`config.mk`:
```
export PLATFORM = sky130hd
export DESIGN_NAME = rom_sequencer
export DESIGN_NICKNAME = d
export VERILOG_FILES = /design/src/rtl/servo_pkg.sv /design/src/rtl/rom_sequencer_tick_timer.sv /design/src/rtl/rom_sequencer.sv
export SDC_FILE = /design/constraint.sdc
export NUM_CORES = 1
export LEC_CHECK = 0
export CORE_MARGIN = 3
export CORE_UTILIZATION = 45
export DETAILED_ROUTE_END_ITERATION = 6
export PLACE_DENSITY_LB_ADDON = 0.05
export SLEW_MARGIN = 20
export SYNTH_ARGS = -nofsm -noshare
export SYNTH_HDL_FRONTEND = slang
export SYNTH_SLANG_ARGS = --single-unit
export TNS_END_PERCENT = 50
```
`constraint.sdc`:
```
create_clock -name CLK -period 3.2 [get_ports CLK]
set_clock_uncertainty 0.1 [all_clocks]
set_input_delay 0.48 -clock CLK [delete_from_list [all_inputs] [get_ports CLK]]
set_output_delay 0.48 -clock CLK [all_outputs]
set_load 0.05 [all_outputs]
```
`src/rtl/servo_pkg.sv`:
```
// Shared definitions for the servo-program ROM sequencer.
//   state_t             : sequencer FSM states
//   SERVOx_MSB/LSB      : bit positions of the three servo fields in a ROM word
//   TIME_MSB/LSB        : bit positions of the hold time (in 20 ms ticks)
//   TICK_CYCLES_DEFAULT : clock cycles per 20 ms tick at 50 MHz
package servo_pkg;

    typedef enum logic [2:0] {
        ST_IDLE,
        ST_FETCH,
        ST_CAPTURE,
        ST_HOLD,
        ST_DONE
    } state_t;

    localparam int unsigned SERVO1_MSB = 31;
    localparam int unsigned SERVO1_LSB = 24;
    localparam int unsigned SERVO2_MSB = 23;
    localparam int unsigned SERVO2_LSB = 16;
    localparam int unsigned SERVO3_MSB = 15;
    localparam int unsigned SERVO3_LSB = 8;
    localparam int unsigned TIME_MSB   = 7;
    localparam int unsigned TIME_LSB   = 0;

    localparam int unsigned TICK_CYCLES_DEFAULT = 1000000;

endpackage

```
`src/rtl/rom_sequencer_tick_timer.sv`:
```
// Free-running 20 ms tick generator.
//   clk   : system clock, rising edge
//   rst   : asynchronous active-high reset, counter to 0
//   clear : synchronous clear, counter to 0 on the next edge
//   tick  : 1-cycle pulse while the counter sits at TICK_CYCLES-1
module tick_timer
    import servo_pkg::*;
#(
    parameter int unsigned TICK_CYCLES = TICK_CYCLES_DEFAULT
) (
    input  logic clk,
    input  logic rst,
    input  logic clear,
    output logic tick
);

    // A 1-bit counter is kept for TICK_CYCLES=1; it simply never leaves 0.
    localparam int unsigned CW = (TICK_CYCLES > 1) ? $clog2(TICK_CYCLES) : 1;
    localparam logic [CW-1:0] LAST = CW'(TICK_CYCLES - 1);

    logic [CW-1:0] count;

    always_ff @(posedge clk or posedge rst) begin
        if (rst) begin
            count <= '0;
        end else if (clear || count == LAST) begin
            count <= '0;
        end else begin
            count <= count + CW'(1);
        end
    end

    assign tick = (count == LAST);

endmodule

```
`src/rtl/rom_sequencer.sv`:
```
// Servo-program ROM sequencer.
// Walks a registered ROM (1-cycle read latency) from address 0, latching the
// three servo positions of each word and holding them for Tiempo 20 ms ticks.
//   CLK      : system clock, rising edge
//   RST      : asynchronous active-high reset
//   Start    : level, begins the program at address 0 from IDLE or DONE
//   Stop     : level, aborts the run and returns to IDLE (has priority)
//   Loop     : wrap to address 0 at program end instead of stopping
//   DataRead : ROM word {Servo1, Servo2, Servo3, Tiempo}
//   Address  : ROM address, registered
//   Servo1-3 : servo positions, registered
//   Busy     : high in FETCH, CAPTURE and HOLD
//   Done     : high in DONE
module rom_sequencer
    import servo_pkg::*;
#(
    parameter int unsigned TICK_CYCLES = TICK_CYCLES_DEFAULT,
    parameter int unsigned LAST_ADDR   = 11
) (
    input  logic        CLK,
    input  logic        RST,
    input  logic        Start,
    input  logic        Stop,
    input  logic        Loop,
    input  logic [31:0] DataRead,
    output logic [7:0]  Address,
    output logic [7:0]  Servo1,
    output logic [7:0]  Servo2,
    output logic [7:0]  Servo3,
    output logic        Busy,
    output logic        Done
);

    localparam logic [7:0] LAST = 8'(LAST_ADDR);

    state_t     state, state_nx;
    logic [7:0] addr_nx;
    logic [7:0] servo1_nx, servo2_nx, servo3_nx;
    logic [7:0] remain, remain_nx;
    logic       tick_pulse;
    logic       hold_clear;
    logic       take_end;
    logic [7:0] time_field;

    assign time_field = DataRead[TIME_MSB:TIME_LSB];

    // The timer only counts inside HOLD, so every hold starts from tick 0.
    assign hold_clear = (state != ST_HOLD);

    tick_timer #(
        .TICK_CYCLES(TICK_CYCLES)
    ) u_tick_timer (
        .clk  (CLK),
        .rst  (RST),
        .clear(hold_clear),
        .tick (tick_pulse)
    );

    always_ff @(posedge CLK or posedge RST) begin
        if (RST) begin
            state   <= ST_IDLE;
            Address <= '0;
            Servo1  <= '0;
            Servo2  <= '0;
            Servo3  <= '0;
            remain  <= '0;
        end else begin
            state   <= state_nx;
            Address <= addr_nx;
            Servo1  <= servo1_nx;
            Servo2  <= servo2_nx;
            Servo3  <= servo3_nx;
            remain  <= remain_nx;
        end
    end

    always_comb begin
        state_nx  = state;
        addr_nx   = Address;
        servo1_nx = Servo1;
        servo2_nx = Servo2;
        servo3_nx = Servo3;
        remain_nx = remain;
        take_end  = 1'b0;

        case (state)
            ST_IDLE: begin
                if (Start && !Stop) begin
                    addr_nx  = '0;
                    state_nx = ST_FETCH;
                end
            end
            ST_FETCH: begin
                state_nx = Stop ? ST_IDLE : ST_CAPTURE;
            end
            ST_CAPTURE: begin
                if (Stop) begin
                    state_nx = ST_IDLE;
                end else if (time_field == 8'd0) begin
                    take_end = 1'b1;
                end else begin
                    servo1_nx = DataRead[SERVO1_MSB:SERVO1_LSB];
                    servo2_nx = DataRead[SERVO2_MSB:SERVO2_LSB];
                    servo3_nx = DataRead[SERVO3_MSB:SERVO3_LSB];
                    remain_nx = time_field;
                    state_nx  = ST_HOLD;
                end
            end
            ST_HOLD: begin
                if (Stop) begin
                    state_nx = ST_IDLE;
                end else if (tick_pulse) begin
                    remain_nx = remain - 8'd1;
                    if (remain == 8'd1) begin
                        if (Address == LAST) begin
                            take_end = 1'b1;
                        end else begin
                            addr_nx  = Address + 8'd1;
                            state_nx = ST_FETCH;
                        end
                    end
                end
            end
            ST_DONE: begin
                if (Start && !Stop) begin
                    addr_nx  = '0;
                    state_nx = ST_FETCH;
                end else if (Stop) begin
                    state_nx = ST_IDLE;
                end
            end
            default: begin
                state_nx = ST_IDLE;
            end
        endcase

        // End of program: either an end-marker word or expiry of the last word.
        if (take_end) begin
            if (Loop) begin
                addr_nx  = '0;
                state_nx = ST_FETCH;
            end else begin
                state_nx = ST_DONE;
            end
        end
    end

    always_comb begin
        Busy = (state == ST_FETCH) || (state == ST_CAPTURE) || (state == ST_HOLD);
        Done = (state == ST_DONE);
    end

endmodule

```
=== Word level (Yosys, flattened, before mapping) ===
Index checks and enable logic that the tools add are counted.

* Add/subtract/negate cells: 3
* Eq/ne operators: 18
* Mux-type cells: 34
* Bitwise operators: 2
* Reductions and logical operators: 12

{| class="wikitable"
|+ Operator list
! operator !! number
|-
| $mux 8 || 11
|-
| $mux 3 || 11
|-
| $pmux 8 s2 || 2
|-
| $add 20x1->20 const B || 1
|-
| $eq 20x20->1 const B || 1
|-
| $mux 20 || 1
|-
| $ne 4x4->1 const B || 4
|-
| $pmux 3 s5 || 1
|-
| $add 8x1->8 const B || 1
|-
| $eq 8x1->1 const B || 1
|-
| $eq 8x4->1 const B || 1
|-
| $logic_not 8->1 || 1
|-
| $ne 2x2->1 const B || 4
|-
| $sub 8x1->8 const B || 1
|-
| $eq 3x2->1 const B || 2
|-
| $mux 1 || 6
|-
| $reduce_and 6->1 || 1
|-
| $reduce_and 5->1 || 1
|-
| $ne 4x2->1 const B || 1
|-
| $eq 3x1->1 const B || 1
|-
| $eq 3x3->1 const B || 1
|-
| $logic_not 3->1 || 1
|-
| $logic_or 1x1->1 || 3
|-
| $ne 3x2->1 const B || 1
|-
| other kinds (9) || 10
|}

* Register bits after elaboration: 63
* Input bits: 37
* Output and inout bits: 34
* Word-level logic and storage cells: 76

=== Logic depth before layout (Yosys ltp) ===
* Depth in word-level cells: 8
* Depth in mapped cells: 7
* Depth with buffers taken out: 6

=== Cells and area by module ===
A second synthesis with hierarchy kept.

* Cells, all modules: 312
* Area, all modules: 3218.1 um2

{| class="wikitable"
|+ Modules (own cells, without submodules)
! module !! instances !! cells an instance !! area an instance (um2) !! seq. area each (um2)
|-
| rom_sequencer || 1 || 206 || 2190.9 || 1076.0
|-
| tick_timer || 1 || 106 || 1027.2 || 500.5
|}

=== Worst setup path after synthesis ===
Ideal clock, no wire load.

* Kind: register to register
* From: register Address[4]
* To: register state[0]
* Library setup time: 0.123 ns
* Arrival time: 2.172 ns
* Required time: 2.977 ns
* Path slack: 0.805 ns
* Cell stages (with the launch flop): 5
* Buffers on the path: 0
* Period minus slack after synthesis: 2.395 ns
* Cell sequence: dfrtp_1 or3_1 nor4_1 a31oi_1 o221a_2

* Cells in the longest elaborated chain, start to end: 8
* Elaborated cells on any way between the ends: 14
* Classes of those cells: 7 x eq/ne; 6 x mux; 1 x reduce/logical

{| class="wikitable"
|+ RTL lines
! what !! RTL line !! source
|-
| from (decl) || rom_sequencer.sv:26 || <nowiki>output logic [7:0] Address,</nowiki>
|-
| from (signal assigned) || rom_sequencer.sv:69 || <nowiki>Address <= addr_nx;</nowiki>
|-
| $eq 8x4->1 (*) || rom_sequencer.sv:115 || <nowiki>if (Address == LAST) begin</nowiki>
|-
| $mux 1 || rom_sequencer.sv:115 ||
|-
| $mux 1 || rom_sequencer.sv:114 || <nowiki>if (remain == 8'd1) begin</nowiki>
|-
| $mux 1 || rom_sequencer.sv:112 || <nowiki>end else if (tick_pulse) begin</nowiki>
|-
| $mux 1 || rom_sequencer.sv:110 || <nowiki>if (Stop) begin</nowiki>
|-
| $pmux 1 s2 || rom_sequencer.sv:86 || <nowiki>case (state)</nowiki>
|-
| $ne 4x4->1 (no line), or another cell as far along || n/a ||
|-
| $reduce_and 6->1 (no line) || n/a ||
|-
| to (signal assigned) || rom_sequencer.sv:68 || <nowiki>state <= state_nx;</nowiki>
|-
| to (decl) || rom_sequencer.sv:36 || <nowiki>state_t state, state_nx;</nowiki>
|}

Mark *: on every way between the ends. The rest lies on a longest branch, timed or not.
A chain may end at the register's enable or synchronous reset.

=== Final worst setup path ===
* From: register state[0]
* To: output Done

* Cells in the longest elaborated chain, start to end: 1

{| class="wikitable"
|+ RTL lines
! what !! RTL line !! source
|-
| $eq 3x3->1 || rom_sequencer.sv:150 || <nowiki>Done = (state == ST_DONE);</nowiki>
|-
| to (decl) || rom_sequencer.sv:31 || <nowiki>output logic Done</nowiki>
|}

No other way between the ends.

==> results.toml <==
[die]
core_area_um2 = 6570
dieHeight_um = 89.8
die_area_um2 = 8060
ios = 71
start_util_pct = 48.1
die_w_um = 89.8
std_cell_rows = 29

[hold_path]
hp-start = "u_tick_timer.count[0]$_DFF_PP0_"
hold_depth = 1
worstHoldEndpoint = "u_tick_timer.count[0]$_DFF_PP0_"
min_path_type = "reg2reg"

[clocking]
root_buffer = "clkbuf_8"
cts_setup_buffers = 0
clock_sinks = 63
hold_buffers = 0
cts_max_level = 3
clk_pin_slew_ns = 0.07
insertion_delay_ns = 0.33
cts_tree = "built"
cts_buffers = 9
cts_max_path_buffers = 2
post_cts_resize_count = 0

[global_route]
grt_remaining_overflow = 0
antenna_found_initial = 0
grt_util_all_layers_pct = 17.3
grt_pass1_wl_mm = 11.5
grt_pass1_vias = 2326
grt_max_degree = 64

[sta]
fin_tns_setup_ns = 0
final_max_slew_viol_count = 0
min_period_over_period_pct = 79.3
worstMarginPinSlew_ns = 0.787
worst_slack_ns = 0.664
hold_violations = 0
setup-violations-final = 0
fmax_mhz = 394
fin_crit_ns = 2.54
slew_headroom_pct = 47.6
rsz0062_at_grt = "false"

[worst_setup_path]
worstPathCellList = "nor2_1 > and2_1 > clkdlybuf4s50_1"
critPathBufInv = 1
worst_setup_path_start_kind = "flip-flop"
reg2reg_slack_ns = 0.72
cp_slowest_cell = "clkdlybuf4s50_1"
critPathMaxStageDelay_ns = 0.81
crit_cells = 3
required_ns = 2.62
crit_family = "buffers and inverters"
r2r_end = "Address[2]$_DFF_PP0_"
critPathArrivalTime_ns = 1.96
r2r_cells = 5
r2r-start = "u_tick_timer.count[13]$_DFF_PP0_"
path_max_fanout = 6
path_class = "reg2out"
crit_start = "state[0]$_DFFE_PP0P_"
end_kind = "output port"

[synth]
yosysWarnings = 0
ys_top_cells_by_count = "dfrtp_1, nor2_1, nand2_1"
synth_seq_area_share_pct = 49.9
synth_top_area_share_pct = 49.9
syn_inst = 308
synth.area.top_cells = "dfrtp_1, mux2_2, nor2_1"
synth_top_area_cell = "dfrtp_1"
syn_area_per_cell_um2 = 10.3
synth_fp_nets = 349
synth_most_common_cell = "dfrtp_1"
ys_ff_latch = 63
synth-main-ff-cell = "dfrtp_1"
synth_area_um2 = 3160
synth_edf_count = 0
synth.distinct_cells = 50
async_reset_ff_share_pct = 100

[power]
total_leakage_power_nw = 1.63
swShare_pct = 35.5
power_switching_mw = 0.941
power_mw = 2.65
p_int_mw = 1.71
power_frac_clock_pct = 28.8
pwr-share-comb_pct = 32.6
seqPwrFrac_pct = 38.6
vdd_drop_max_uv = 254
power_density_nw_per_um2 = 633

[cells_and_area]
nets = 425
area_delta_synth_final_pct = 32.6
antenna_cells = 0
nFillCells = 553
final_core_util_pct = 63.8
regArea_um2 = 1580
multi_input_area_um2 = 1510
drive_gt1_share_pct = 14.9
instances_no_fill = 482

[drt]
drc = 0
drt_wl_total_mm = 6.78
viasPerCell = 5.35
dr.pass1.iters = 4
wl_per_cell_um = 14.1
drt_iter0_markers = 148
postRouteAntennaNets = 0
via_count = 2581

[place]
dp_slack_ns = 0.403
dpl.hpwl_mm = 4.71
routabilityCongestion = 0.778
dp_cells = 466
port_buffers = 70

[job]
max_cap_viol_count = 0

[outcome]
status = "finished, final reports clean"
==> kinds of logic (layout without fill, tap and decap cells) <==
family | after synthesis | count (layout) | share of synthesized area (%)
buffers and inverters | 17 | 98 | 2.38
AO/OA/AOI/OAI | 51 | 51 | 10.5
XOR/XNOR | 18 | 18 | 4.99
adder cells (fa/ha/maj) | 4 | 4 | 1.58
multiplexers | 24 | 24 | 8.56
AND/OR/NAND/NOR | 131 | 131 | 22.1
flip-flops | 63 | 63 | 49.9
==> routing by layer <==
metal  share of wire, %  wire length, µm  up-vias  GRT usage (%)
met5                  0                0        -              0
met4               0.97               66        0           6.13
met3                5.8              393        5           4.01
met2                 44             2980       94           24.9
met1                 49             3330     1209           25.6
li1                   -                -     1273              -
==> cells in the final DEF (no fill, tap or decap), types with 3 or more instances in the layout <==
cell / synthesis / final
dfrtp_1: 63 / 63
and2_1: 4 / 4
nand4b_1: 4 / 4
or4_1: 3 / 3
nand2_1: 26 / 26
a21oi_1: 15 / 15
clkdlybuf4s50_1: 0 / 70
a22o_1: 3 / 3
nor4_1: 7 / 7
nand3_1: 16 / 16
o21ai_0: 9 / 9
buf_4: 0 / 6
o31ai_1: 4 / 4
a31oi_1: 4 / 4
clkbuf_8: 0 / 9
o211ai_1: 4 / 4
nand4_1: 6 / 6
inv_1: 6 / 5
mux2_2: 24 / 24
nor2_1: 33 / 33
nor3_1: 11 / 11
xnor2_1: 13 / 13
xor2_1: 5 / 5
ha_1: 4 / 4
or3_1: 4 / 4
==> area by class of cell <==
cell class                 instances  share of cell area, %
sequential                        63                   37.6
tap                               93                   2.78
multi-input combinational        228                   36.0
timing repair buffer              76                   17.8
clock buffer                       9                   2.96
inverter                           6                  0.538
clock inverter                     7                   2.30
==> flip-flops by register name, summed over array words and instances, names as in the netlist <==
register / flops
u_tick_timer.count: 20
Servo1: 8
Address: 8
Servo2: 8
remain: 8
state: 3
Servo3: 8
==> worst reg2reg max path, cell delays in order, from the launching register on <==
cell	delay [ns]
dfrtp_1	0.46
nor4_2	0.34
nand4_1	0.17
or4_4	0.62
o21ai_1	0.53
nor3b_1	0.12
==> power by group through the flow <==
stage | logic (mW) | clock network [mW] | registers, mW
finish | 0.863 | 0.763 | 1.02
floorplan | 0.214 | 0 | 1.38
detailed placement | 0.870 | 0 | 1.04
CTS | 0.870 | 0.784 | 1.02
global route | 0.906 | 0.820 | 1.04
global placement | 0.859 | 0 | 1.03
==> how the worst max path moves through the flow <==
stage	end	slack, ns
after floorplan	state[0]$_DFFE_PP0P_	0.81
after global placement	Servo3[3]$_DFFE_PP0P_	0.44
after detailed placement	Servo1[2]$_DFFE_PP0P_	0.40
after CTS	Done	0.63
after global routing	Done	0.54
final	Done	0.66
==> per-stage QoR <==
step | hold slack [ns] | area, µm²
floorplan | 0.324 | 3160
global placement | 0.345 | 3970
detailed placement | 0.345 | 3970
CTS | 0.354 | 4190
global route | 0.387 | 4190
finish | 0.349 | 4190
No activity file was read; power rests on OpenSTA's default activity.
